File: src/rtl/io_out_bank.sv
// io_out_bank: CHANNELS independent output ports, each fed by a DEPTH-entry
// FIFO. The core pushes bus data into a channel with c_go plus a channel
// select. The external device drains each channel with a valid/ready
// handshake.
// A write aimed at a full channel that is not being drained raises a
// combinational stall request. If the write is forced through anyway, the
// data is dropped and the channel's sticky overflow flag is set.
module io_out_bank #(
    parameter int DATA_W   = 8,
    parameter int CHANNELS = 4,
    parameter int DEPTH    = 4,
    parameter int SEL_W    = 2
) (
    input  logic                         clk,
    input  logic                         reset,
    input  logic                         c_go,
    input  logic [SEL_W-1:0]             sel,
    input  logic [DATA_W-1:0]            idata,
    input  logic                         c_clr,
    output logic [CHANNELS*DATA_W-1:0]   oport,
    output logic [CHANNELS-1:0]          ovalid,
    input  logic [CHANNELS-1:0]          oready,
    output logic [CHANNELS-1:0]          full,
    output logic [CHANNELS-1:0]          overflow,
    output logic                         stall,
    output logic                         bad_sel
);

    localparam int PTR_W = (DEPTH > 1) ? $clog2(DEPTH) : 1;
    localparam int CNT_W = PTR_W + 1;
    localparam logic [CNT_W-1:0] FULL_CNT = CNT_W'(DEPTH);

    logic [31:0]         sel_ext_s;
    logic                sel_ok_s;
    logic [CHANNELS-1:0] sel_hit_s;
    logic [CHANNELS-1:0] full_s;
    logic                stall_s;
    logic                bad_sel_r;

    // Widen the select so that range checks also work when 2**SEL_W > CHANNELS.
    always_comb begin
        sel_ext_s = 32'(sel);
        if (sel_ext_s < 32'(CHANNELS)) begin
            sel_ok_s = 1'b1;
        end else begin
            sel_ok_s = 1'b0;
        end
    end

    // Stall only when the addressed channel is full and will not drain on this edge.
    always_comb begin
        stall_s = |(sel_hit_s & full_s & ~oready);
    end

    assign stall   = stall_s;
    assign full    = full_s;
    assign bad_sel = bad_sel_r;

    // One-cycle flag for a write strobe that names a non-existent channel.
    always_ff @(posedge clk or negedge reset) begin
        if (!reset) begin
            bad_sel_r <= 1'b0;
        end else begin
            bad_sel_r <= c_go & ~sel_ok_s;
        end
    end

    for (genvar k = 0; k < CHANNELS; k++) begin : g_ch
        logic [DATA_W-1:0] mem_r [DEPTH];
        logic [PTR_W-1:0]  wptr_r;
        logic [PTR_W-1:0]  rptr_r;
        logic [PTR_W-1:0]  rptr_nx_s;
        logic [CNT_W-1:0]  cnt_r;
        logic [CNT_W-1:0]  cnt_nx_s;
        logic [DATA_W-1:0] head_r;
        logic [DATA_W-1:0] head_nx_s;
        logic              valid_r;
        logic              full_r;
        logic              ovf_r;
        logic              ovf_nx_s;
        logic              pop_s;
        logic              push_s;
        logic              drop_s;

        assign sel_hit_s[k] = c_go & (sel_ext_s == 32'(k));

        // Handshake decode, next count/pointer and the head value for the next cycle.
        always_comb begin
            pop_s  = valid_r & oready[k];
            push_s = sel_hit_s[k] & ((cnt_r != FULL_CNT) | pop_s);
            drop_s = sel_hit_s[k] & (cnt_r == FULL_CNT) & ~pop_s;

            if (pop_s) begin
                rptr_nx_s = rptr_r + PTR_W'(1);
            end else begin
                rptr_nx_s = rptr_r;
            end

            if (push_s && !pop_s) begin
                cnt_nx_s = cnt_r + CNT_W'(1);
            end else if (pop_s && !push_s) begin
                cnt_nx_s = cnt_r - CNT_W'(1);
            end else begin
                cnt_nx_s = cnt_r;
            end

            // The new head is the incoming word when it lands in the slot about to be
            // read. This happens when writing into an empty FIFO, or when pushing and
            // popping together with a single entry.
            if (push_s && (rptr_nx_s == wptr_r)) begin
                head_nx_s = idata;
            end else begin
                head_nx_s = mem_r[rptr_nx_s];
            end

            // A fresh drop beats a simultaneous clear.
            if (drop_s) begin
                ovf_nx_s = 1'b1;
            end else if (c_clr) begin
                ovf_nx_s = 1'b0;
            end else begin
                ovf_nx_s = ovf_r;
            end
        end

        // FIFO storage. The contents are meaningless until written, so the array has no reset.
        always_ff @(posedge clk) begin
            if (push_s) begin
                mem_r[wptr_r] <= idata;
            end
        end

        // Pointers, occupancy and the registered per-channel outputs.
        always_ff @(posedge clk or negedge reset) begin
            if (!reset) begin
                wptr_r  <= {PTR_W{1'b0}};
                rptr_r  <= {PTR_W{1'b0}};
                cnt_r   <= {CNT_W{1'b0}};
                head_r  <= {DATA_W{1'b0}};
                valid_r <= 1'b0;
                full_r  <= 1'b0;
                ovf_r   <= 1'b0;
            end else begin
                if (push_s) begin
                    wptr_r <= wptr_r + PTR_W'(1);
                end
                rptr_r  <= rptr_nx_s;
                cnt_r   <= cnt_nx_s;
                valid_r <= (cnt_nx_s != {CNT_W{1'b0}});
                full_r  <= (cnt_nx_s == FULL_CNT);
                ovf_r   <= ovf_nx_s;
                // When the FIFO empties, the port keeps showing the last word popped.
                if (cnt_nx_s != {CNT_W{1'b0}}) begin
                    head_r <= head_nx_s;
                end
            end
        end

        assign oport[k*DATA_W +: DATA_W] = head_r;
        assign ovalid[k]                 = valid_r;
        assign full_s[k]                 = full_r;
        assign overflow[k]               = ovf_r;
    end

endmodule

File: config.mk
export PLATFORM = sky130hd
export DESIGN_NAME = io_out_bank
export DESIGN_NICKNAME = d
export VERILOG_FILES = /design/src/rtl/io_out_bank.sv
export SDC_FILE = /design/constraint.sdc
export NUM_CORES = 1
export LEC_CHECK = 0
export CORE_MARGIN = 3
export CORE_UTILIZATION = 35
export DETAILED_ROUTE_END_ITERATION = 10
export DONT_BUFFER_PORTS = 1
export PLACE_DENSITY = 0.55
export SETUP_SLACK_MARGIN = 0.1
export SYNTH_ARGS = -nofsm -noshare
export SYNTH_HDL_FRONTEND = slang
export SYNTH_SLANG_ARGS = --single-unit
export TNS_END_PERCENT = 20
File: constraint.sdc
create_clock -name clk -period 2.3 [get_ports clk]
set_input_delay 0.46 -clock clk [delete_from_list [all_inputs] [get_ports clk]]
set_output_delay 0.46 -clock clk [all_outputs]
set_load 0.01 [all_outputs]
Word-level counts from Yosys, hierarchy flattened --
Memory sizes are Yosys's and may differ from the RTL's. A register that Yosys moved wholly into a read port is not among the register bits. Cells that the tools add are included. Widths: inputs -> output; s select.
Cells by class: add/sub/neg operators 16, equality and inequality tests 15, mux-type cells 25, bitwise operators 31, reductions and logical operators 30
Operators by type and width (count):
- $logic_not 32->1 | 1
- $eq 3x3->1 const B | 8
- $mux 3 | 8
- $and 1x1->1 | 20
- $add 2x1->2 const B | 8
- $mux 1 | 13
- $add 3x1->3 const B | 4
- $logic_not 1->1 | 12
- $ne 3x3->1 const B | 4
- $reduce_bool 3->1 | 4
- $sub 3x1->3 const B | 4
- $and 4x4->4 | 2
- $logic_and 1x1->1 | 8
- $mux 2 | 4
- $reduce_bool 2->1 | 4
- $eq 2x2->1 const B | 2
- $not 1->1 | 4
- $not 4->4 | 1
- $or 1x1->1 | 4
- $reduce_or 4->1 | 1
- $eq 2x1->1 const B | 1
Storage, ports and cells: register bits 40, RAM bits 128, bits of input ports 18, output and inout bits 46, word-level logic and storage cells 145, memories 4
Memories:
- g_ch[0].mem_r | depth 4, width 8, rd ports 1, clocked after Yosys merged registers in 1, wr ports 1, line 69 | logic [DATA_W-1:0] mem_r [DEPTH];
- g_ch[1].mem_r | depth 4, width 8, rd ports 1, clocked after Yosys merged registers in 1, wr ports 1, line 69
- g_ch[2].mem_r | depth 4, width 8, rd ports 1, clocked after Yosys merged registers in 1, wr ports 1, line 69
- g_ch[3].mem_r | depth 4, width 8, rd ports 1, clocked after Yosys merged registers in 1, wr ports 1, line 69

Longest topological paths before layout --
Gate-level depths: netlist of the first run.
depth in word-level cells 8, depth in mapped cells 9

Worst setup path after synthesis of the first run --
Ideal clock, no wire load.
path type input to register, start input sel[1], end register g_ch[0].head_r[0], read port of g_ch[0].mem_r, setup time 0.125 ns, arrival time 2.086 ns, required time 2.175 ns, setup slack 0.090 ns, stages 6, path buffers 1, path through or3b_1 buf_4 nor4b_4 a21oi_2 a221oi_4 mux2_2
Between the ends: cells in the longest elaborated chain, start to end 8, elaborated cells on any way between the ends 9, those cells by class mux (2); bitwise (2); reduce/logical (5)
RTL lines:
- start: declaration | line 17 | input logic [SEL_W-1:0] sel,
- $logic_not 32->1 (*) | line 85 | assign sel_hit_s[k] = c_go & (sel_ext_s == 32'(k));
- $and 1x1->1 (*) | line 85
- $and 1x1->1 (*) | line 90 | push_s = sel_hit_s[k] & ((cnt_r != FULL_CNT) | pop_s);
- $logic_not 1->1 | line 101 | end else if (pop_s && !push_s) begin
- $logic_and 1x1->1 | line 101
- $mux 3 | line 101
- $mux 3 (*) | line 99 | if (push_s && !pop_s) begin
- $reduce_bool 3->1 (*) | line 153 | if (cnt_nx_s != {CNT_W{1'b0}}) begin
- end: declaration | line 75 | logic [DATA_W-1:0] head_r;
Mark *: on every way between the ends. The rest lies on a longest branch, timed or not. A chain may end at the register's enable or synchronous reset.

Final worst setup path of the first run --
start register g_ch[1].cnt_r[0], end register g_ch[1].head_r[1], read port of g_ch[1].mem_r
Between the ends: cells in the longest elaborated chain, start to end 8, elaborated cells on any way between the ends 11, those cells by class add/sub (2); eq/ne (1); mux (2); bitwise (2); reduce/logical (4)
RTL lines:
- start: declaration | line 73 | logic [CNT_W-1:0] cnt_r;
- start signal: assignment | line 138 | cnt_r <= {CNT_W{1'b0}};
- start signal: assignment | line 148 | cnt_r <= cnt_nx_s;
- $ne 3x3->1 | line 90
- $or 1x1->1 | line 90
- $and 1x1->1 | line 90
- $logic_not 1->1 | line 101
- $logic_and 1x1->1 | line 101
- $mux 3 | line 101
- $mux 3 (*) | line 99
- $reduce_bool 3->1 (*) | line 153
- end: declaration | line 75
Marked as above.

==> flow_metrics.py, run 1 <==
metrics = {
    "outcome": {
        "status": "completed",
    },
    "critical_path": {
        "cp-end-kind": "register",
        "crit_chain": "inv_1, ha_1, buf_4, nor4b_1, o21ai_0, a32oi_4, buf_12, mux2_2",
        "worst_setup_path_start_kind": "register",
        "crit_buf_inv": 3,
        "worstPathArrival_ns": 2.50,
        "critPathMaxFanout": 9,
        "slowest_stage": "dfrtp_1",
        "worstPathRequired_ns": 2.62,
        "path_class": "reg2reg",
        "slowest_delay_ns": 0.35,
        "path_delay_family": "compound AO/OA/AOI/OAI gates",
    },
    "sta": {
        "fin_setup_tns_ns": 0,
        "finalSetupViolations": 0,
        "final-max-slew-violation-count": 0,
        "finalHoldViolations": 0,
        "max_freq_ghz": 0.459,
        "finalCriticalPeriod_ns": 2.18,
        "fin_hold_ws_ns": 0.112,
        "finClkSkew_ns": 0.0198,
        "period_share_pct": 94.8,
        "rsz0062_at_grt": "yes",
        "fin_ws_ns": 0.120,
    },
    "final_layout": {
        "postLayoutCellArea_mm2": 0.0119,
        "seqCellArea_mm2": 0.00565,
        "n_fill_cell": 2652,
        "fin_util_pct": 40.9,
        "syn_to_final_growth_pct": 13.7,
        "layout_common_cells": "edfxtp_1 (128), mux2i_1 (81), dfrtp_1 (71)",
        "drive_above_1_share_pct": 19.8,
        "final_common_cell": "edfxtp_1",
        "nets": 863,
        "multi_input_area_mm2": 0.00441,
        "diodes": 0,
    },
    "drt": {
        "drtIter0Drc": 412,
        "wl_per_cell_um": 19.7,
        "vias": 6529,
        "dr.pass1.iters": 5,
        "viasPerCell": 5.38,
        "drc": 0,
        "postRouteAntennaNets": 0,
        "detail_route.wirelength_mm": 23.9,
    },
    "power_and_ir_drop": {
        "ir_worst_vdd_uv": 600,
        "p_per_area_mw_per_mm2": 1220,
        "power_leakage_nw": 4.50,
    },
    "grt": {
        "antenna_found_initial": 0,
        "grt_max_degree": 73,
        "grt_util_all_layers_pct": 15.1,
        "grt_pass1_vias": 6340,
        "overflow": 0,
        "grt_pass1_wl_mm": 36.7,
    },
    "logic_synthesis": {
        "synth_area_mm2": 0.0105,
        "ys_seq_area_share_pct": 54.0,
        "yosysWarnings": 0,
        "syn-num-nets": 844,
        "synthArstFlopShare_pct": 36.0,
        "syn_area_per_cell_um2": 13.1,
        "synth_top_flop_cell": "edfxtp_1",
        "yosys.cell_types.count": 67,
        "synth_edf_count": 128,
        "ys_top_cells_by_area": "edfxtp_1 (37%), dfrtp_1 (17%), mux2i_1 (7.8%)",
        "yosysTopAreaCellShare_pct": 36.8,
        "synth_cells": 798,
        "synth-seq-cells": 200,
        "yosys.area.top_type": "edfxtp_1",
    },
    "clock_network": {
        "cts-root-buf": "clkbuf_16",
        "cts_tree": "built",
        "cts_num_sinks": 200,
        "clk_path_buf_depth": 2,
        "clk-insertion-delay-late_ns": 0.44,
        "cts_made_buffers": 17,
        "path_clk_slew_ns": 0.08,
        "htree_levels": 4,
    },
    "die": {
        "die_x_um": 179,
        "fp.dieH_um": 179,
        "std_cell_rows": 62,
        "coreArea_mm2": 0.0291,
        "initial_core_util_pct": 36.0,
        "dieArea_mm2": 0.0320,
        "pin_count": 64,
    },
    "hold_path": {
        "hold_class": "in2reg",
    },
    "placed_design": {
        "globalplace.congestion": 0.837,
        "dpl-instance-area_mm2": 0.0112,
        "dp_hpwl_mm": 15.6,
        "port_buffers": 0,
        "dp_worst_setup_slack_ns": 0.0161,
    },
    "job": {
        "drv_cap": 0,
    },
}
[state kept, by name, summed over array words and instances (netlist names)]
signal and cells:
g_ch.mem_r 128, g_ch.valid_r 4, g_ch.full_r 4, g_ch.cnt_r 12, g_ch.ovf_r 4, g_ch.head_r 32, g_ch.wptr_r 8, g_ch.rptr_r 8
[worst register-to-register path: stages (launching register included)]
cell and delay, ns:
dfrtp_1 0.35, inv_1 0.06, ha_1 0.22, buf_4 0.15, nor4b_1 0.34, o21ai_0 0.23, a32oi_4 0.24, buf_12 0.16
mux2_2 0.33
[cells in the mapped netlist, drive strengths merged, types with 11 or more instances]
cell type  instances
edfxtp           128
mux2i             81
dfrtp             72
a211oi            46
mux2              40
inv               38
buf               34
clkbuf            31
a21oi             29
ha                28
o31ai             25
and2              20
nand3             19
nand4b            19
o21ai             18
nor4bb            15
xnor2             15
a2bb2oi           14
nand2             13
o2111ai           11
[timing repair]
item | 4_1_cts | 5_1_grt
setup endpoints to repair | 21 | 25
resized for setup | 1 | 17
buffers inserted | 0 | 3
gates cloned | 0 | 1
pin swaps | 0 | 3
endpoints found under the hold margin | 72 | 0
hold buffers | 2 | 0
[final timing paths]
kind / start / end / slack [ns] / cells after the start
worst max-delay path: g_ch[1].cnt_r[0]$_DFF_PN0_ / g_ch[1].head_r[1]$_DFFE_PN0P_ / 0.12 / 8
min in group asynchronous: reset / g_ch[2].wptr_r[0]$_DFFE_PN0P_ / 0.61 / 2
max in group asynchronous: reset / g_ch[1].rptr_r[0]$_DFF_PN0_ / 1.36 / 2
worst min register to register: g_ch[0].cnt_r[0]$_DFF_PN0_ / g_ch[0].cnt_r[0]$_DFF_PN0_ / 0.52 / 1
worst max register to register: g_ch[1].cnt_r[0]$_DFF_PN0_ / g_ch[1].head_r[1]$_DFFE_PN0P_ / 0.12 / 8
worst min-delay path: idata[7] / g_ch[1].mem_r[1][7]$_DFFE_PP_ / 0.11 / 0
[metrics by stage]
stage               total power [W]  std cells
CTS                          0.0145       1210
finish                       0.0146       1214
global route                 0.0155       1214
detailed placement           0.0114       1176
floorplan                   0.00989        798
global placement             0.0114       1176
[cells by family (layout without fill, tap and decap cells)]
family,Yosys count,in the layout,synth area share (%)
adder cells (fa/ha/maj),28,28,3.35
AO/OA/AOI/OAI,185,185,13.8
AND/OR/NAND/NOR,129,129,8.29
multiplexers,129,129,13.8
XOR/XNOR,22,22,2.37
flip-flops,200,200,54.0
other,1,1,0.0359
buffers and inverters,104,136,4.44
[area by class of cell]
class	count	share of cell area (%)
sequential	200	47.5
multi-input combinational	494	37.1
timing repair buffer	65	5.30
tap	384	4.04
clock buffer	18	3.69
inverter	39	1.23
clock inverter	14	1.13
[per-layer routing]
layer / global-route usage, % / wire length, um
met1: 21.5 / 11700
met2: 23.0 / 10800
met3: 4.34 / 1250
met4: 2.82 / 157
met5: 0 / 0
[where the power goes]
group | internal, W | leakage [nW] | switching, W | total, W
Clock | 0.00155 | 0.279 | 0.00140 | 0.00296
Sequential | 0.00460 | 2.01 | 0.000809 | 0.00541
Combinational | 0.00313 | 2.21 | 0.00307 | 0.00619
Note: power is estimated with default switching activity, not from simulation.
==> inputs of run 2 (changes only) <==
- PLACE_DENSITY: 0.55 -> 0.62
==> run 2 against run 1 <==
Against the previous run: first-iteration DRC count is 9.0% higher; critical path depth is 1 lower; maximum frequency is 1.6% lower; clock skew is 0.0032 ns lower; hold slack worse by 0.0013 ns; largest power group unchanged; final cell count hardly changed; sequential share of layout area hardly changed; register-to-register slack worse by 0.04 ns.
==> flow_metrics.py, run 2 (synthesis results as in run 1) <==
metrics = {
    "outcome": {
        "status": "completed",
    },
    "critical_path": {
        "rr_endpoint": "g_ch[1].head_r[4]$_DFFE_PN0P_",
        "r2r_slack_ns": 0.08,
        "critPathMaxFanout": 9,
        "slowest_stage": "or4_4",
        "path_class": "reg2reg",
        "r2r_start": "g_ch[1].cnt_r[1]$_DFF_PN0_",
        "crit_chain": "inv_1, ha_2, a211oi_2, or4_4, a32oi_4, buf_12, mux2_2",
        "worst_setup_path_start_kind": "register",
        "worstPathArrival_ns": 2.54,
        "crit_buf_inv": 2,
        "cp-end-kind": "register",
        "path_delay_family": "simple AND/OR/NAND/NOR gates",
        "worstPathRequired_ns": 2.63,
        "slowest_delay_ns": 0.46,
        "rr_worst_depth": 7,
    },
    "hold_path": {
        "hold-path-endpoint": "g_ch[2].mem_r[0][0]$_DFFE_PP_",
        "hold_class": "in2reg",
        "holdPathStages": 0,
        "holdCritStartpoint": "idata[0]",
    },
    "final_layout": {
        "nets": 862,
        "syn_to_final_growth_pct": 13.6,
        "reg_top3": "g_ch.mem_r (128), g_ch.head_r (32), g_ch.cnt_r (12)",
        "drive_above_1_share_pct": 20.5,
        "diodes": 0,
        "n_fill_cell": 2708,
        "regMostFlops": "g_ch.mem_r",
        "fin_cells": 1213,
        "postLayoutCellArea_mm2": 0.0119,
        "layout_common_cells": "edfxtp_1 (128), mux2i_1 (81), dfrtp_1 (70)",
        "largest_reg_flops": 128,
        "final_common_cell": "edfxtp_1",
    },
    "drt": {
        "detail_route.wirelength_mm": 23.7,
        "drc": 0,
        "wl_per_cell_um": 19.5,
        "postRouteAntennaNets": 0,
        "viasPerCell": 5.43,
        "drtIter0Drc": 449,
        "vias": 6586,
        "dr.pass1.iters": 4,
    },
    "sta": {
        "finalCriticalPeriod_ns": 2.22,
        "fin_setup_tns_ns": 0,
        "max_freq_ghz": 0.451,
        "fin_ws_ns": 0.0840,
        "finClkSkew_ns": 0.0166,
        "period_share_pct": 96.3,
        "final-max-slew-violation-count": 0,
        "rsz0062_at_grt": "yes",
        "finalHoldViolations": 0,
        "finalSetupViolations": 0,
    },
    "power_and_ir_drop": {
        "ir_worst_vdd_uv": 646,
        "p_per_area_mw_per_mm2": 1230,
        "power_leakage_nw": 4.49,
    },
    "die": {
        "fp.dieH_um": 179,
        "initial_core_util_pct": 36.0,
        "pin_count": 64,
        "dieArea_mm2": 0.0320,
        "coreArea_mm2": 0.0291,
        "std_cell_rows": 62,
        "die_x_um": 179,
    },
    "grt": {
        "grt_util_all_layers_pct": 14.8,
        "met1_usage_pct": 20.4,
        "grt_use_met3_pct": 3.66,
        "overflow": 0,
        "busiest_layer": "met2",
        "grt_pass1_wl_mm": 36.3,
        "grt_max_degree": 73,
        "antenna_found_initial": 0,
        "met2_usage_pct": 23.7,
        "grt_pass1_vias": 6396,
    },
    "placed_design": {
        "globalplace.congestion": 0.796,
        "dp_hpwl_mm": 15.5,
        "dp_worst_setup_slack_ns": -0.0183,
        "dpl-instance-area_mm2": 0.0111,
        "port_buffers": 0,
        "place_inst": 1173,
    },
    "job": {
        "drv_cap": 0,
    },
    "clock_network": {
        "path_clk_slew_ns": 0.09,
        "htree_levels": 4,
        "cts_tree": "built",
        "cts_num_sinks": 200,
        "clk_path_buf_depth": 2,
        "cts-root-buf": "clkbuf_16",
        "cts_made_buffers": 17,
        "clk-insertion-delay-late_ns": 0.44,
    },
}
==> run 2: final cells by class <==
type	count	area, um^2	area share (%)
multi-input combinational	494	4450	37.5
clock inverter	15	176	1.48
sequential	200	5650	47.5
timing repair buffer	64	554	4.67
tap	384	480	4.04
inverter	39	146	1.23
clock buffer	17	425	3.58
==> run 2: how the worst max path moves through the flow <==
stage                                     startpoint                       endpoint  cells past startpoint
after floorplan                               sel[1]  g_ch[0].head_r[0]$_DFFE_PN0P_                      6
after global placement                        sel[1]  g_ch[0].head_r[3]$_DFFE_PN0P_                      6
after detailed placement                      sel[1]  g_ch[1].head_r[4]$_DFFE_PN0P_                      6
after CTS                 g_ch[1].cnt_r[1]$_DFF_PN0_  g_ch[1].head_r[4]$_DFFE_PN0P_                      7
after global routing      g_ch[1].cnt_r[1]$_DFF_PN0_  g_ch[1].head_r[2]$_DFFE_PN0P_                      7
final                     g_ch[1].cnt_r[1]$_DFF_PN0_  g_ch[1].head_r[4]$_DFFE_PN0P_                      7
==> run 2: per-stage QoR <==
stage          util [%]  hold WS [ns]  total power (W)
6_report           40.8         0.111           0.0146
5_1_grt            40.8        0.0769           0.0156
4_1_cts            40.4        0.0925           0.0145
3_5_place_dp       38.1         0.167           0.0114
3_3_place_gp       38.1         0.166           0.0112
2_1_floorplan         -         0.164          0.00989
==> run 2: timing repair <==
item / in CTS / in global routing
endpoints found under the hold margin: 72 / 0
pin swaps: 0 / 3
endpoints found under the setup margin: 16 / 46
cloned: 0 / 1
setup buffers: 0 / 5
gates resized for setup: 4 / 20
hold buffers: 2 / 0
==> run 2: worst register-to-register path, delay by kind of cell, from the launching register on <==
family	cells	cell delay (ns)
buf+inv	2	0.28
fa+ha+maj	1	0.24
simple gates	1	0.46
flops	1	0.43
compound gates	2	0.37
mux	1	0.34
==> run 2: report_power, final <==
part           leakage (nW)  switching [W]  total [W]  internal, W
Clock                 0.291        0.00147    0.00303      0.00156
Sequential             2.01       0.000856    0.00546      0.00460
Combinational          2.19        0.00303    0.00612      0.00309
==> run 2: layer usage <==
metal / share of wire (%) / routed length, um
met5: 0 / 0
met2: 47 / 11200
met3: 5.1 / 1200
met4: 0.90 / 214
met1: 47 / 11000
==> inputs of run 3 (changes only) <==
- CTS_CLUSTER_SIZE: not set -> 28
==> results of run 3 <==
Final layout, timing and power as in run 2 (identical DEF).
